===== src/rtl/ps2_pkg.sv =====
// Shared types and helpers for the PS/2 host transmit path.
// Cycle counts are derived from the system clock so timing holds at any CLK_HZ.
package ps2_pkg;

  typedef enum logic [2:0] {
    IDLE      = 3'd0,
    INHIBIT   = 3'd1,
    REQ       = 3'd2,
    SHIFT     = 3'd3,
    ACK       = 3'd4,
    WAIT_IDLE = 3'd5
  } ps2_state_e;

  // Start + 8 data + parity + stop, with the ack sampled on the edge after stop.
  localparam int FRAME_LEN = 11;

  function automatic int unsigned inhibit_cycles(input longint unsigned clk_hz,
                                                 input longint unsigned us);
    return 32'((clk_hz * us) / 64'd1_000_000);
  endfunction

  function automatic int unsigned tmo_cycles(input longint unsigned clk_hz,
                                             input longint unsigned ms);
    return 32'((clk_hz * ms) / 64'd1_000);
  endfunction

  function automatic logic odd_parity(input logic [7:0] d);
    return ~^d;
  endfunction

endpackage


===== src/rtl/ps2_sync_fe.sv =====
// Two-flop synchronizers for the PS/2 clock and data pads plus a registered
// falling-edge flag on the synchronized clock.
module ps2_sync_fe
  import ps2_pkg::*;
(
  input  logic clk,
  input  logic rst,
  input  logic ps2_clk_i,
  input  logic ps2_data_i,
  output logic clk_sync,
  output logic data_sync,
  output logic fe
);

  logic clk_meta_r, clk_sync_r, clk_prev_r;
  logic data_meta_r, data_sync_r;
  logic fe_r;

  // Synchronizer chains idle high, matching released open-drain lines
  always_ff @(posedge clk) begin
    if (rst) begin
      clk_meta_r  <= 1'b1;
      clk_sync_r  <= 1'b1;
      clk_prev_r  <= 1'b1;
      data_meta_r <= 1'b1;
      data_sync_r <= 1'b1;
      fe_r        <= 1'b0;
    end else begin
      clk_meta_r  <= ps2_clk_i;
      clk_sync_r  <= clk_meta_r;
      clk_prev_r  <= clk_sync_r;
      data_meta_r <= ps2_data_i;
      data_sync_r <= data_meta_r;
      fe_r        <= clk_prev_r & ~clk_sync_r;
    end
  end

  assign clk_sync  = clk_sync_r;
  assign data_sync = data_sync_r;
  assign fe        = fe_r;

endmodule


===== src/rtl/ps2_host_tx.sv =====
// PS/2 host-to-device command transmitter: inhibits the bus, requests to send,
// shifts out one byte on device-generated clock edges and checks the ack.
module ps2_host_tx
  import ps2_pkg::*;
#(
  parameter int unsigned CLK_HZ       = 32'd100_000_000,
  parameter int unsigned INHIBIT_US   = 32'd120,
  parameter int unsigned START_TMO_MS = 32'd15,
  parameter int unsigned XFER_TMO_MS  = 32'd2
) (
  input  logic       clk,
  input  logic       rst,
  input  logic [7:0] tx_data,
  input  logic       tx_valid,
  output logic       tx_ready,
  input  logic       ps2_clk_i,
  input  logic       ps2_data_i,
  output logic       ps2_clk_oe,
  output logic       ps2_data_oe,
  output logic       done,
  output logic       err_nack,
  output logic       err_tmo
);

  localparam int unsigned INH_CYC   = inhibit_cycles(64'(CLK_HZ), 64'(INHIBIT_US));
  localparam int unsigned START_CYC = tmo_cycles(64'(CLK_HZ), 64'(START_TMO_MS));
  localparam int unsigned XFER_CYC  = tmo_cycles(64'(CLK_HZ), 64'(XFER_TMO_MS));
  localparam int unsigned MAX_CYC   = (INH_CYC > START_CYC)
                                    ? ((INH_CYC > XFER_CYC) ? INH_CYC : XFER_CYC)
                                    : ((START_CYC > XFER_CYC) ? START_CYC : XFER_CYC);
  localparam int TMR_W = (MAX_CYC > 32'd1) ? $clog2(MAX_CYC) : 1;

  localparam logic [TMR_W-1:0] INH_LAST   = TMR_W'(INH_CYC - 32'd1);
  localparam logic [TMR_W-1:0] START_LAST = TMR_W'(START_CYC - 32'd1);
  localparam logic [TMR_W-1:0] XFER_LAST  = TMR_W'(XFER_CYC - 32'd1);
  localparam logic [3:0]       STOP_IDX   = 4'(FRAME_LEN - 2);

  ps2_state_e             state_r, state_next_s;
  logic [TMR_W-1:0]       timer_r, timer_next_s, timer_inc_s;
  logic [3:0]             bit_idx_r, bit_idx_next_s;
  logic [FRAME_LEN-2:0]   frame_r, frame_next_s;
  logic                   ack_ok_r, ack_ok_next_s;
  logic                   tx_ready_r, clk_oe_r, data_oe_r, done_r, nack_r, tmo_r;
  logic                   clk_oe_next_s, data_oe_next_s, done_next_s, nack_next_s, tmo_next_s;
  logic                   clk_sync_s, data_sync_s, fe_s;

  ps2_sync_fe u_sync (
    .clk        (clk),
    .rst        (rst),
    .ps2_clk_i  (ps2_clk_i),
    .ps2_data_i (ps2_data_i),
    .clk_sync   (clk_sync_s),
    .data_sync  (data_sync_s),
    .fe         (fe_s)
  );

  // Saturating increment keeps a stalled timer from wrapping back into range
  assign timer_inc_s = (timer_r == {TMR_W{1'b1}}) ? timer_r : timer_r + TMR_W'(1);

  // Next-state, timer and pad-drive decisions
  always_comb begin
    state_next_s   = state_r;
    timer_next_s   = timer_inc_s;
    bit_idx_next_s = bit_idx_r;
    frame_next_s   = frame_r;
    ack_ok_next_s  = ack_ok_r;
    clk_oe_next_s  = 1'b0;
    data_oe_next_s = 1'b0;
    done_next_s    = 1'b0;
    nack_next_s    = 1'b0;
    tmo_next_s     = 1'b0;
    case (state_r)
      IDLE: begin
        timer_next_s = {TMR_W{1'b0}};
        if (tx_valid && tx_ready_r) begin
          frame_next_s   = {1'b1, odd_parity(tx_data), tx_data};
          ack_ok_next_s  = 1'b0;
          state_next_s   = INHIBIT;
          clk_oe_next_s  = 1'b1;
          data_oe_next_s = (INH_LAST == {TMR_W{1'b0}});
        end else begin
          state_next_s = IDLE;
        end
      end
      INHIBIT: begin
        if (timer_r == INH_LAST) begin
          state_next_s   = REQ;
          timer_next_s   = {TMR_W{1'b0}};
          data_oe_next_s = 1'b1;
        end else begin
          clk_oe_next_s  = 1'b1;
          // Start bit goes out during the final inhibit cycle
          data_oe_next_s = (timer_inc_s == INH_LAST);
        end
      end
      REQ: begin
        data_oe_next_s = 1'b1;
        if (fe_s) begin
          state_next_s   = SHIFT;
          timer_next_s   = {TMR_W{1'b0}};
          bit_idx_next_s = 4'd1;
          data_oe_next_s = ~frame_r[0];
        end else if (timer_r == START_LAST) begin
          state_next_s   = IDLE;
          tmo_next_s     = 1'b1;
          data_oe_next_s = 1'b0;
        end else begin
          state_next_s = REQ;
        end
      end
      SHIFT: begin
        data_oe_next_s = data_oe_r;
        if (fe_s) begin
          data_oe_next_s = ~frame_r[bit_idx_r];
          bit_idx_next_s = bit_idx_r + 4'd1;
          if (bit_idx_r == STOP_IDX) begin
            state_next_s = ACK;
          end else begin
            state_next_s = SHIFT;
          end
        end else if (timer_r == XFER_LAST) begin
          state_next_s   = IDLE;
          tmo_next_s     = 1'b1;
          data_oe_next_s = 1'b0;
        end else begin
          state_next_s = SHIFT;
        end
      end
      ACK: begin
        if (fe_s) begin
          state_next_s  = WAIT_IDLE;
          ack_ok_next_s = ~data_sync_s;
          nack_next_s   = data_sync_s;
        end else if (timer_r == XFER_LAST) begin
          state_next_s = IDLE;
          tmo_next_s   = 1'b1;
        end else begin
          state_next_s = ACK;
        end
      end
      WAIT_IDLE: begin
        if (clk_sync_s && data_sync_s) begin
          state_next_s = IDLE;
          done_next_s  = ack_ok_r;
        end else begin
          state_next_s = WAIT_IDLE;
        end
      end
      default: begin
        state_next_s = IDLE;
      end
    endcase
  end

  // State register and registered outputs
  always_ff @(posedge clk) begin
    if (rst) begin
      state_r    <= IDLE;
      timer_r    <= {TMR_W{1'b0}};
      bit_idx_r  <= 4'd0;
      frame_r    <= {(FRAME_LEN-1){1'b0}};
      ack_ok_r   <= 1'b0;
      tx_ready_r <= 1'b1;
      clk_oe_r   <= 1'b0;
      data_oe_r  <= 1'b0;
      done_r     <= 1'b0;
      nack_r     <= 1'b0;
      tmo_r      <= 1'b0;
    end else begin
      state_r    <= state_next_s;
      timer_r    <= timer_next_s;
      bit_idx_r  <= bit_idx_next_s;
      frame_r    <= frame_next_s;
      ack_ok_r   <= ack_ok_next_s;
      tx_ready_r <= (state_next_s == IDLE);
      clk_oe_r   <= clk_oe_next_s;
      data_oe_r  <= data_oe_next_s;
      done_r     <= done_next_s;
      nack_r     <= nack_next_s;
      tmo_r      <= tmo_next_s;
    end
  end

  assign tx_ready    = tx_ready_r;
  assign ps2_clk_oe  = clk_oe_r;
  assign ps2_data_oe = data_oe_r;
  assign done        = done_r;
  assign err_nack    = nack_r;
  assign err_tmo     = tmo_r;

endmodule


===== config.mk =====
export PLATFORM = sky130hd
export DESIGN_NAME = ps2_host_tx
export DESIGN_NICKNAME = d
export VERILOG_FILES = /design/src/rtl/ps2_pkg.sv /design/src/rtl/ps2_sync_fe.sv /design/src/rtl/ps2_host_tx.sv
export SDC_FILE = /design/constraint.sdc
export NUM_CORES = 1
export LEC_CHECK = 0
export BUFFER_PORTS_ARGS = -buffer_cell sky130_fd_sc_hd__buf_2
export CORE_ASPECT_RATIO = 0.9
export CORE_MARGIN = 1.5
export CORE_UTILIZATION = 41
export CTS_CLUSTER_SIZE = 10
export DETAILED_ROUTE_END_ITERATION = 16
export GPL_TIMING_DRIVEN = 1
export SYNTH_ARGS = -nofsm -noshare
export SYNTH_HDL_FRONTEND = slang
export SYNTH_SLANG_ARGS = --single-unit

===== constraint.sdc =====
create_clock -name clk -period 3.04 [get_ports clk]
set_input_delay 0.152 -clock clk [delete_from_list [all_inputs] [get_ports clk]]
set_output_delay 0.152 -clock clk [all_outputs]
set_load 0.03 [all_outputs]

== Yosys cells after proc, flatten, opt, wreduce, memory -nomap -nowiden ==
Index checks and enable logic that the tools add are counted.

* Register bits after elaboration: 51
* Input bits: 13

* Add/subtract/negate cells: 2
* Magnitude comparators: 1
* Equal/unequal tests: 16
* Multiplexer cells: 37
* Bitwise gates (word level): 9
* Reduce and logical (&&, ||, !) cells: 13

{| class="wikitable"
|+ Operator list
! kind !! number
|-
| $mux W21 || 3
|-
| $pmux W21 S3 || 1
|-
| $eq A21 B14 Y1 const B || 2
|-
| $eq A21 B21 Y1 const B || 2
|-
| $add A21 B1 Y21 const B || 1
|-
| $eq A21 B18 Y1 const B || 1
|-
| $mux W3 || 6
|-
| $pmux W3 S6 || 1
|-
| $mux W1 || 15
|-
| $mux W4 || 2
|-
| $not A1 Y1 || 8
|-
| $pmux W4 S2 || 1
|-
| $reduce_xnor A8 Y1 || 1
|-
| $eq A3 B2 Y1 const B || 2
|-
| $eq A3 B3 Y1 const B || 2
|-
| $logic_not A3 Y1 || 2
|-
| $mux W2 || 3
|-
| $ne A2 B1 Y1 const B || 3
|-
| $pmux W1 S2 || 3
|-
| $reduce_and A3 Y1 || 2
|-
| $reduce_or A3 Y1 || 2
|-
| $lt A4 B5 Y1 const B || 1
|-
| $add A4 B1 Y4 const B || 1
|-
| $bmux W1 S4 || 1
|-
| other kinds (10) || 12
|}

== Logic depth before layout (Yosys ltp) ==
Gate-level depths: netlist of the first run.

* Depth in word-level cells: 5
* Mapped depth: 9

== Cells and area by module ==
A second synthesis of the first run with hierarchy kept.

* Cell total of the unflattened synthesis: 324
* Area, all modules: 2702.6 µm²

{| class="wikitable"
|+ By module, submodules not included
! module !! times used !! cells an instance !! area an instance (µm²)
|-
| ps2_host_tx || 1 || 312 || 2543.7
|-
| ps2_sync_fe || 1 || 12 || 158.9
|}

== Worst setup path after synthesis of the first run ==
OpenSTA, ideal clock, no wires.

* Path type: register to register
* Start point: register timer_r[0]
* End point: register data_oe_r, in the netlist ps2_data_oe
* Library setup time: 0.116 ns
* Arrival: 1.936 ns
* Required time: 2.924 ns
* Path slack: 0.988 ns
* Stages on the path, launching flop included: 7
* Buffers on the path: 0
* Period minus slack after synthesis: 2.052 ns
* Cells stage by stage: dfxtp_1 ha_1 nand4_1 or4_4 o31a_2 nor4b_2 a41o_1

* Word-level cells in the longest chain between the ends: 5

{| class="wikitable"
|+ RTL lines
! element !! line !! text
|-
| start: declaration || ps2_host_tx.sv:39 || <nowiki>logic [TMR_W-1:0] timer_r, timer_next_s, timer_inc_s;</nowiki>
|-
| start signal: assignment || ps2_host_tx.sv:159 || <nowiki>timer_r <= {TMR_W{1'b0}};</nowiki>
|-
| start signal: assignment || ps2_host_tx.sv:171 || <nowiki>timer_r <= timer_next_s;</nowiki>
|-
| $add A21 B1 Y21 or $eq A21 B21 Y1 (tied branches) || ps2_host_tx.sv:58 || <nowiki>assign timer_inc_s = (timer_r == {TMR_W{1'b1}}) ? timer_r : timer_r + TMR_W'(1);</nowiki>
|-
| $mux W21 || ps2_host_tx.sv:58 ||
|-
| $eq A21 B14 Y1 || ps2_host_tx.sv:93 || <nowiki>data_oe_next_s = (timer_inc_s == INH_LAST);</nowiki>
|-
| $mux W1 || ps2_host_tx.sv:86 || <nowiki>if (timer_r == INH_LAST) begin</nowiki>
|-
| $pmux W1 S3 || ps2_host_tx.sv:72 || <nowiki>case (state_r)</nowiki>
|-
| end signal: assignment || ps2_host_tx.sv:177 || <nowiki>data_oe_r <= data_oe_next_s;</nowiki>
|-
| end: declaration || ps2_host_tx.sv:43 || <nowiki>logic tx_ready_r, clk_oe_r, data_oe_r, done_r, nack_r, tmo_r;</nowiki>
|}

Several ways; a longest one is shown, not always the timed one.
A chain may end at the register's enable or synchronous reset.

== Final worst setup path of the first run ==
* Start point: register timer_r[6]
* End point: register data_oe_r, in the netlist ps2_data_oe

The elaborated chain is that of the path after synthesis.

==> qor.yml, run 1 <==
status: "finished clean"
combPwrFrac_pct: 8.2
worstPathRequired_ps: 3290
switching_share_pct: 22.5
grt_pass1_vias: 2059
worst-path-max-fanout: 10
hpwl_um: 4240
ys.warnings.count: 0
cts_root_buf: "clkbuf_8"
synth_xor_area_share_pct: 7.05
dieArea_sq_mm: 0.00717
cp_cell_sequence: "nand4_4 -> nor4_1 -> nand2_1 -> a211o_1 -> a2bb2oi_1 -> a41o_1"
gp_congestion: 0.909
final_max_slew_viol_count: 0
asyncSetResetFlopFracSynth_pct: 0
ios: 19
clkSinkCount: 51
p_clk_share_pct: 37.4
setup_viol: 0
end_kind: "flop"
grt_pass1_wl_um: 9970
clk_latency_ps: 300
n_antenna_cell: 0
ant_nets: 0
p_per_area_mw_per_mm2: 439
critPathLaunchType: "flop"
yosys-top-cells-area: "dfxtp_1 37%, nor2_1 5.4%, xnor2_1 5.1%"
globalRouteOverflowTotal: 0
netlist.area_leader.share_pct: 37.3
postCtsSetupBuffers: 0
crit_type: "flop to flop"
vdd_drop_max_uv: 226
crit_arrival_ps: 2670
clock.fmax_mhz: 414
syn_inst: 317
routedWlPerCell_um: 14.2
synth_adder_area_share_pct: 1.37
tns_ps: 0
fin_util_pct: 45.3
drv_cap: 0
antenna_found_initial: 0
cellInternalPower_w: 0.00101
first_pass_iters: 4
ctsHoldBuffers: 0
ys_ff_latch: 51
postRouteWirelength_um: 5880
worst_pin_slew_ps: 537
seqPwrFrac_pct: 54.4
hp-class: "input pin to flop"
synth_compound_area_share_pct: 11.1
yosysTopAreaCell: "dfxtp_1"
period_needed_ps: 2420
final-hold-violation-count: 0
synth-seq-area-share_pct: 37.3
core_sq_mm: 0.00652
die_y_um: 80.5
layout-drive-gt1-share_pct: 14.5
crit_slowest_cell: "dfxtp_1"
p_leak_nw: 1.01
start_util_pct: 42.0
synth_edf_count: 0
chipWidth_um: 89.1
port_buffers: 18
layout.nets: 339
clk_pin_slew_ps: 100
synth-simple-area-share_pct: 30.5
dr.first_iter.drc_count: 237
synth_top_family_by_area: "simple AND/OR/NAND/NOR gates"
cts_resized: 0
syn2layout_area_growth_pct: 8.05
drc_errors: 0
htree_levels: 2
finalCritPeriodShare_pct: 79.5
vias: 2305
critPathTopFamily: "simple AND/OR/NAND/NOR gates"
syn_nets: 333
cts_buffers: 5
muxShareOfSynthArea_pct: 6.82
yosysMostFrequentCell: "dfxtp_1"
crit_path_max_incr_delay_ps: 580
synth_area_per_cell_sq_um: 8.62
vias_per_cell: 5.57
cts_buffer_depth: 2
grt_max_degree: 29
path_buf_inv: 0
ys_types: 56
grtUsageTotal_pct: 17.7
cts_tree: "yes"
p_sw_w: 0.000291
std_cell_rows: 28
synth_ff_type: "dfxtp_1"
rsz0062_at_grt: "no"
synth_commonest_cells: "51 x dfxtp_1, 39 x nor2_1, 20 x a21oi_1"
clock_skew_ps: 12.0
slew_headroom_pct: 64.1
synth_area_sq_mm: 0.00273
-- cell type report --
class / instances / area [sq um]
fillers: 655 / 3560
multi-input cells: 235 / 1550
flip-flops and latches: 51 / 1020
repair buffers: 22 / 120
well taps: 90 / 113
clock buffers: 6 / 82.6
clock inverters: 2 / 35.0
inverters: 8 / 30.0
-- power by group through the flow --
stage	Clock (W)	Combinational [W]	Sequential, W
final	0.000485	0.000106	0.000705
after global routing	0.000528	0.000117	0.000709
after CTS	0.000503	0.000107	0.000705
after detailed placement	0	0.000106	0.000721
after global placement	0	0.000105	0.000721
after floorplan	0	0.0000807	0.000717
-- sequential cells by signal (all words and copies together), names as in the netlist --
| signal | cells |
|---|---|
| u_sync.clk_sync | 1 |
| err_nack | 1 |
| state_r | 3 |
| u_sync.clk_meta_r | 1 |
| tx_ready | 1 |
| timer_r | 21 |
| frame_r | 10 |
| done | 1 |
| ack_ok_r | 1 |
| u_sync.data_meta_r | 1 |
| err_tmo | 1 |
| u_sync.clk_prev_r | 1 |
| u_sync.fe | 1 |
| ps2_data_oe | 1 |
| bit_idx_r | 4 |
| ps2_clk_oe | 1 |
| u_sync.data_sync | 1 |
-- logic make-up (layout without fill, tap and decap cells) --
logic type / after synthesis / after routing
buf+inv: 31 / 38
xor+xnor: 22 / 22
mux: 16 / 16
fa+ha+maj: 3 / 3
compound gates: 48 / 48
flops: 51 / 51
simple gates: 146 / 146
-- final timing paths --
| kind | startpoint | endpoint | slack (ps) | cells past startpoint |
|---|---|---|---|---|
| setup / recovery | timer_r[6] | ps2_data_oe | 620 | 6 |
| hold / removal | ps2_data_i | u_sync.data_meta_r | 30 | 2 |
| setup reg to reg | timer_r[6] | ps2_data_oe | 620 | 6 |
| hold reg to reg | u_sync.clk_prev_r | u_sync.fe | 410 | 2 |
-- stage by stage --
step / cell area [sq um] / hold slack (ps) / setup WS [ps] / instances / total power, W
global route: 2950 / 26.8 / 510 / 414 / 0.00135
detailed placement: 2840 / 339 / 723 / 406 / 0.000827
global placement: 2840 / 338 / 801 / 406 / 0.000826
finish: 2950 / 33.3 / 623 / 414 / 0.00130
floorplan: 2730 / 256 / 988 / 317 / 0.000798
CTS: 2950 / 24.3 / 691 / 414 / 0.00132
-- routing by layer --
layer | track usage (%) | vias to the layer above | part of all wire [%]
met2 | 24.6 | 64 | 42
met1 | 26.7 | 1074 | 51
met3 | 3.29 | 13 | 5.2
li1 | - | 1154 | -
met5 | 0 | - | 0
met4 | 6.62 | 0 | 2.0
-- cell usage in the layout, fill, tap and decap left out, drive strengths merged, types with 7 or more instances in the layout --
cell / count
nor2: 39
nor4: 7
o21ai: 8
dfxtp: 51
or2: 7
nor3: 10
nand2: 14
inv: 8
mux2i: 13
xnor2: 16
a21oi: 20
buf: 22
nand4: 19
nand3: 12
(Power assumes the default switching activity.)
==> run 2: changes to the inputs <==
clock period = 2.5 ns   (was 3.04 ns; I/O delays follow)
==> run 2 against run 1 <==
Against the previous run:
- sequential share of layout area fell by 0.22 points
- largest cell class unchanged
- highest routed layer unchanged
- critical endpoint unchanged
- power rose by 15%
- first-iteration DRC count fell by 23%
==> qor.yml, run 2 (same netlist as run 1, synthesis figures left out) <==
top_regs: "timer_r (21), frame_r (10), bit_idx_r (4)"
placed_cell_area_sq_mm: 0.00286
first_pass_iters: 4
tns_ps: 0
grtUsageTotal_pct: 18.3
largest_reg_flops: 21
drc_errors: 0
final_max_slew_viol_count: 0
regMostFlops: "timer_r"
postCtsSetupBuffers: 0
routedWlPerCell_um: 14.4
grt_pass1_vias: 2086
drv_cap: 0
cts_buffer_depth: 2
cts_resized: 0
worst-path-max-fanout: 10
end_kind: "flop"
ctsHoldBuffers: 2
start_util_pct: 42.0
syn2layout_area_growth_pct: 8.74
num-fill-cells: 652
finalInstanceArea_sq_mm: 0.00297
finalCritPeriodShare_pct: 90.1
p_leak_nw: 1.02
globalRouteOverflowTotal: 0
total_power_w: 0.00149
vias_per_cell: 5.41
ios: 19
ant_nets: 0
die_y_um: 80.5
postRouteWirelength_um: 6050
layout-drive-gt1-share_pct: 15.2
slew_headroom_pct: 63.5
grt_max_degree: 28
clkSinkCount: 51
cts_root_buf: "clkbuf_8"
vias: 2268
final_common_cell: "dfxtp_1"
crit_type: "flop to flop"
grt_pass1_wl_um: 10200
clock_skew_ps: 8.83
dieArea_sq_mm: 0.00717
critPathLaunchType: "flop"
hpwl_um: 4410
crit_arrival_ps: 2510
worst_pin_slew_ps: 546
layout.nets: 344
fin_cells: 419
setup_viol: 0
antenna_found_initial: 0
period_needed_ps: 2250
mostFrequentLayoutCells: "51 x dfxtp_1, 39 x nor2_1, 20 x a21oi_1"
final-hold-violation-count: 0
port_buffers: 18
core_sq_mm: 0.00652
cts_buffers: 5
place_worst_setup_slack_ps: 281
chipWidth_um: 89.1
cts_tree: "yes"
hp-class: "input pin to flop"
status: "finished clean"
dr.first_iter.drc_count: 182
htree_levels: 2
clk_pin_slew_ps: 100
setup_ws_ps: 247
std_cell_rows: 28
dp_cells: 409
clk_latency_ps: 310
rsz0062_at_grt: "no"
n_antenna_cell: 0
vdd_drop_max_uv: 227
gp_congestion: 0.882
clock.fmax_mhz: 444
worstPathRequired_ps: 2750
p_per_area_mw_per_mm2: 501
[run 2: cell count changes in the layout (fill, tap and decap cells not counted), sizes merged]
cell and delta:
buf +3, dlygate4sd3 +2, inv +2, bufinv -1
clkbuf -1, clkinv -1, clkinvlp +1
[run 2: final timing paths]
| check | startpoint | end | slack [ps] | cells after the start |
|---|---|---|---|---|
| hold reg to reg | u_sync.data_meta_r | u_sync.data_sync | 420 | 1 |
| setup reg to reg | timer_r[6] | ps2_data_oe | 250 | 6 |
| hold / removal | tx_data[3] | frame_r[3] | 70 | 3 |
| setup / recovery | timer_r[6] | ps2_data_oe | 250 | 6 |
[run 2: area by class of cell]
class,instances,area (sq um),share of cell area [%]
multi-input combinational,235,1550,52.2
sequential,51,1020,34.3
timing repair buffer,27,163,5.47
tap,90,113,3.79
clock buffer,5,68.8,2.31
inverter,8,30.0,1.01
clock inverter,3,25.0,0.842
[run 2: report_power, final]
group / switching [W] / internal, W
logic: 0.0000675 / 0.0000663
clock network: 0.000293 / 0.000205
registers: 0.0000214 / 0.000837
[run 2: worst max-delay path, stage by stage, from the launching register on]
cell and delay (ps):
dfxtp_1 570, nand4_4 190, or3_1 370, o41ai_1 400, nand3b_1 170, nor4b_2 310, a41o_1 200
[run 2: routing by layer]
layer	wire (um)	GRT usage, %	vias to the layer above	part of all wire, %
li1	-	-	1158	-
met1	3120	27.5	1038	52
met2	2550	25.5	63	42
met3	269	3.60	9	4.4
met4	112	6.46	0	1.9
met5	0	0	-	0
[run 2: stage by stage]
step           utilization [%]  hold slack [ps]
2_1_floorplan                -              229
3_3_place_gp              43.9              312
3_5_place_dp              43.9              311
4_1_cts                   45.6             68.0
5_1_grt                   45.6             71.5
6_report                  45.6             73.4
==> run 3: changes to the inputs <==
--- a/config.mk
+++ b/config.mk
@@ -9,3 +9,3 @@
 export CORE_ASPECT_RATIO = 0.9
-export CORE_MARGIN = 1.5
+export CORE_MARGIN = 5
 export CORE_UTILIZATION = 41
--- a/constraint.sdc
+++ b/constraint.sdc
@@ -3,2 +3,2 @@
 set_output_delay 0.125 -clock clk [all_outputs]
-set_load 0.03 [all_outputs]
+set_load 0.01 [all_outputs]
==> run 3 against run 2 <==
Against the previous run:
- largest power group unchanged
- non-clock buffer count rose by 2
- combinational power fell by 3%
- count of clock-buffer cells in the layout did not move
- worst hold slack improved by 0.84 ps
- register-to-register slack improved by 60 ps
- maximum frequency rose by 2.8%
- critical path depth did not move
==> qor.yml, run 3 (same netlist as run 1, synthesis figures left out) <==
cp_cell_sequence: "nand2_1 -> or3_1 -> o41ai_1 -> nand3b_1 -> nor4b_2 -> a41o_1"
hp-class: "input pin to flop"
path_buf_inv: 0
setup_viol: 0
regMostFlops: "timer_r"
final_max_slew_viol_count: 0
tns_ps: 0
rsz0062_at_grt: "no"
cts_resized: 0
routedWlPerCell_um: 14.8
crit_type: "flop to flop"
clk_latency_ps: 310
postRouteWirelength_um: 6220
worstPathRequired_ps: 2770
syn2layout_area_growth_pct: 10.8
cellInternalPower_w: 0.00130
fin_cells: 421
dp_cells: 411
grt_pass1_vias: 2137
n_antenna_cell: 0
final_common_cell: "dfxtp_1"
grtUsageTotal_pct: 16.0
worst-path-max-fanout: 11
layout.nets: 346
layout-drive-gt1-share_pct: 15.7
vias: 2336
first_pass_iters: 5
final-hold-violation-count: 0
critPathTopFamily: "simple AND/OR/NAND/NOR gates"
chipWidth_um: 96.1
globalRouteOverflowTotal: 0
gp_congestion: 0.889
critPathLaunchType: "flop"
vias_per_cell: 5.55
crit_slowest_cell: "dfxtp_1"
p_per_area_mw_per_mm2: 554
top_regs: "timer_r (21), frame_r (10), bit_idx_r (4)"
antenna_found_initial: 0
end_kind: "flop"
ios: 19
finalCritPeriodShare_pct: 87.7
p_sw_w: 0.000377
hpwl_um: 4580
drv_cap: 0
clock_skew_ps: 11.5
mostFrequentLayoutCells: "51 x dfxtp_1, 39 x nor2_1, 20 x a21oi_1"
start_util_pct: 42.0
crit_arrival_ps: 2460
combPwrFrac_pct: 7.7
dieArea_sq_mm: 0.00840
dr.first_iter.drc_count: 182
die_y_um: 87.5
status: "finished clean"
grt_max_degree: 28
vdd_drop_max_uv: 303
cts_buffers: 5
worst_pin_slew_ps: 542
port_buffers: 18
switching_share_pct: 22.4
cts_tree: "yes"
core_sq_mm: 0.00652
largest_reg_flops: 21
crit_path_max_incr_delay_ps: 580
fin_util_pct: 46.5
period_needed_ps: 2190
std_cell_rows: 28
grt_pass1_wl_um: 10500
drc_errors: 0
htree_levels: 2
cts_root_buf: "clkbuf_8"
slew_headroom_pct: 63.3
cts_buffer_depth: 2
ant_nets: 0
p_clk_share_pct: 41.2
p_leak_nw: 1.04
seqPwrFrac_pct: 51.1
clk_pin_slew_ps: 100
clkSinkCount: 51
clock.fmax_mhz: 456
==> run 3: changes by cell type in the layout (fill, tap and decap cells not counted), sizes merged <==
cell / before / now
buf: 25 / 27
inv: 10 / 8
bufinv: 0 / 2
==> run 3: layer usage <==
layer / share of wire, % / up-vias / global-route usage (%)
met2: 42 / 59 / 22.5
met4: 1.6 / 0 / 5.81
li1: - / 1168 / -
met1: 51 / 1101 / 24.1
met3: 5.3 / 8 / 2.51
met5: 0 / - / 0
==> run 3: timing repair <==
item                      in CTS  in global routing
hold endpoints to repair       2                  0
hold buffers                   2                  0
setup buffers                  0                  0
==> run 3: area by class of cell <==
cell class	count	area (sq um)
clock inverters	3	67.6
repair buffers	29	178
flip-flops and latches	51	1020
clock buffers	5	68.8
fillers	671	3490
multi-input cells	235	1550
well taps	90	113
inverters	8	30.0
==> run 3: through the flow <==
step	setup WS (ps)	instance area (sq um)	total power (W)	hold WS, ps
after detailed placement	337	2870	0.00101	311
after CTS	326	3030	0.00170	68.7
after floorplan	448	2730	0.000965	229
final	309	3030	0.00168	74.2
after global placement	336	2870	0.00100	310
after global routing	86.4	3030	0.00175	85.1
==> run 3: power by group through the flow <==
stage / combinational (W) / sequential [W] / clock (W)
2_1_floorplan: 0.0000982 / 0.000867 / 0
6_report: 0.000130 / 0.000858 / 0.000691
5_1_grt: 0.000145 / 0.000864 / 0.000738
3_5_place_dp: 0.000129 / 0.000877 / 0
3_3_place_gp: 0.000127 / 0.000876 / 0
4_1_cts: 0.000132 / 0.000859 / 0.000706
==> run 3: final timing paths <==
kind,startpoint,endpoint,slack [ps],depth (start not counted)
worst min-delay path,tx_data[5],frame_r[5],70,3
worst min register to register,u_sync.clk_prev_r,u_sync.fe,410,2
worst max-delay path,timer_r[8],ps2_data_oe,310,6
worst max register to register,timer_r[8],ps2_data_oe,310,6
==> run 3: worst reg2reg max path, delay by kind of cell (launching register included) <==
family / cells / cell delay [ps]
DFF: 1 / 580
AOI/OAI and AO/OA: 2 / 550
and+or+nand+nor: 4 / 1010
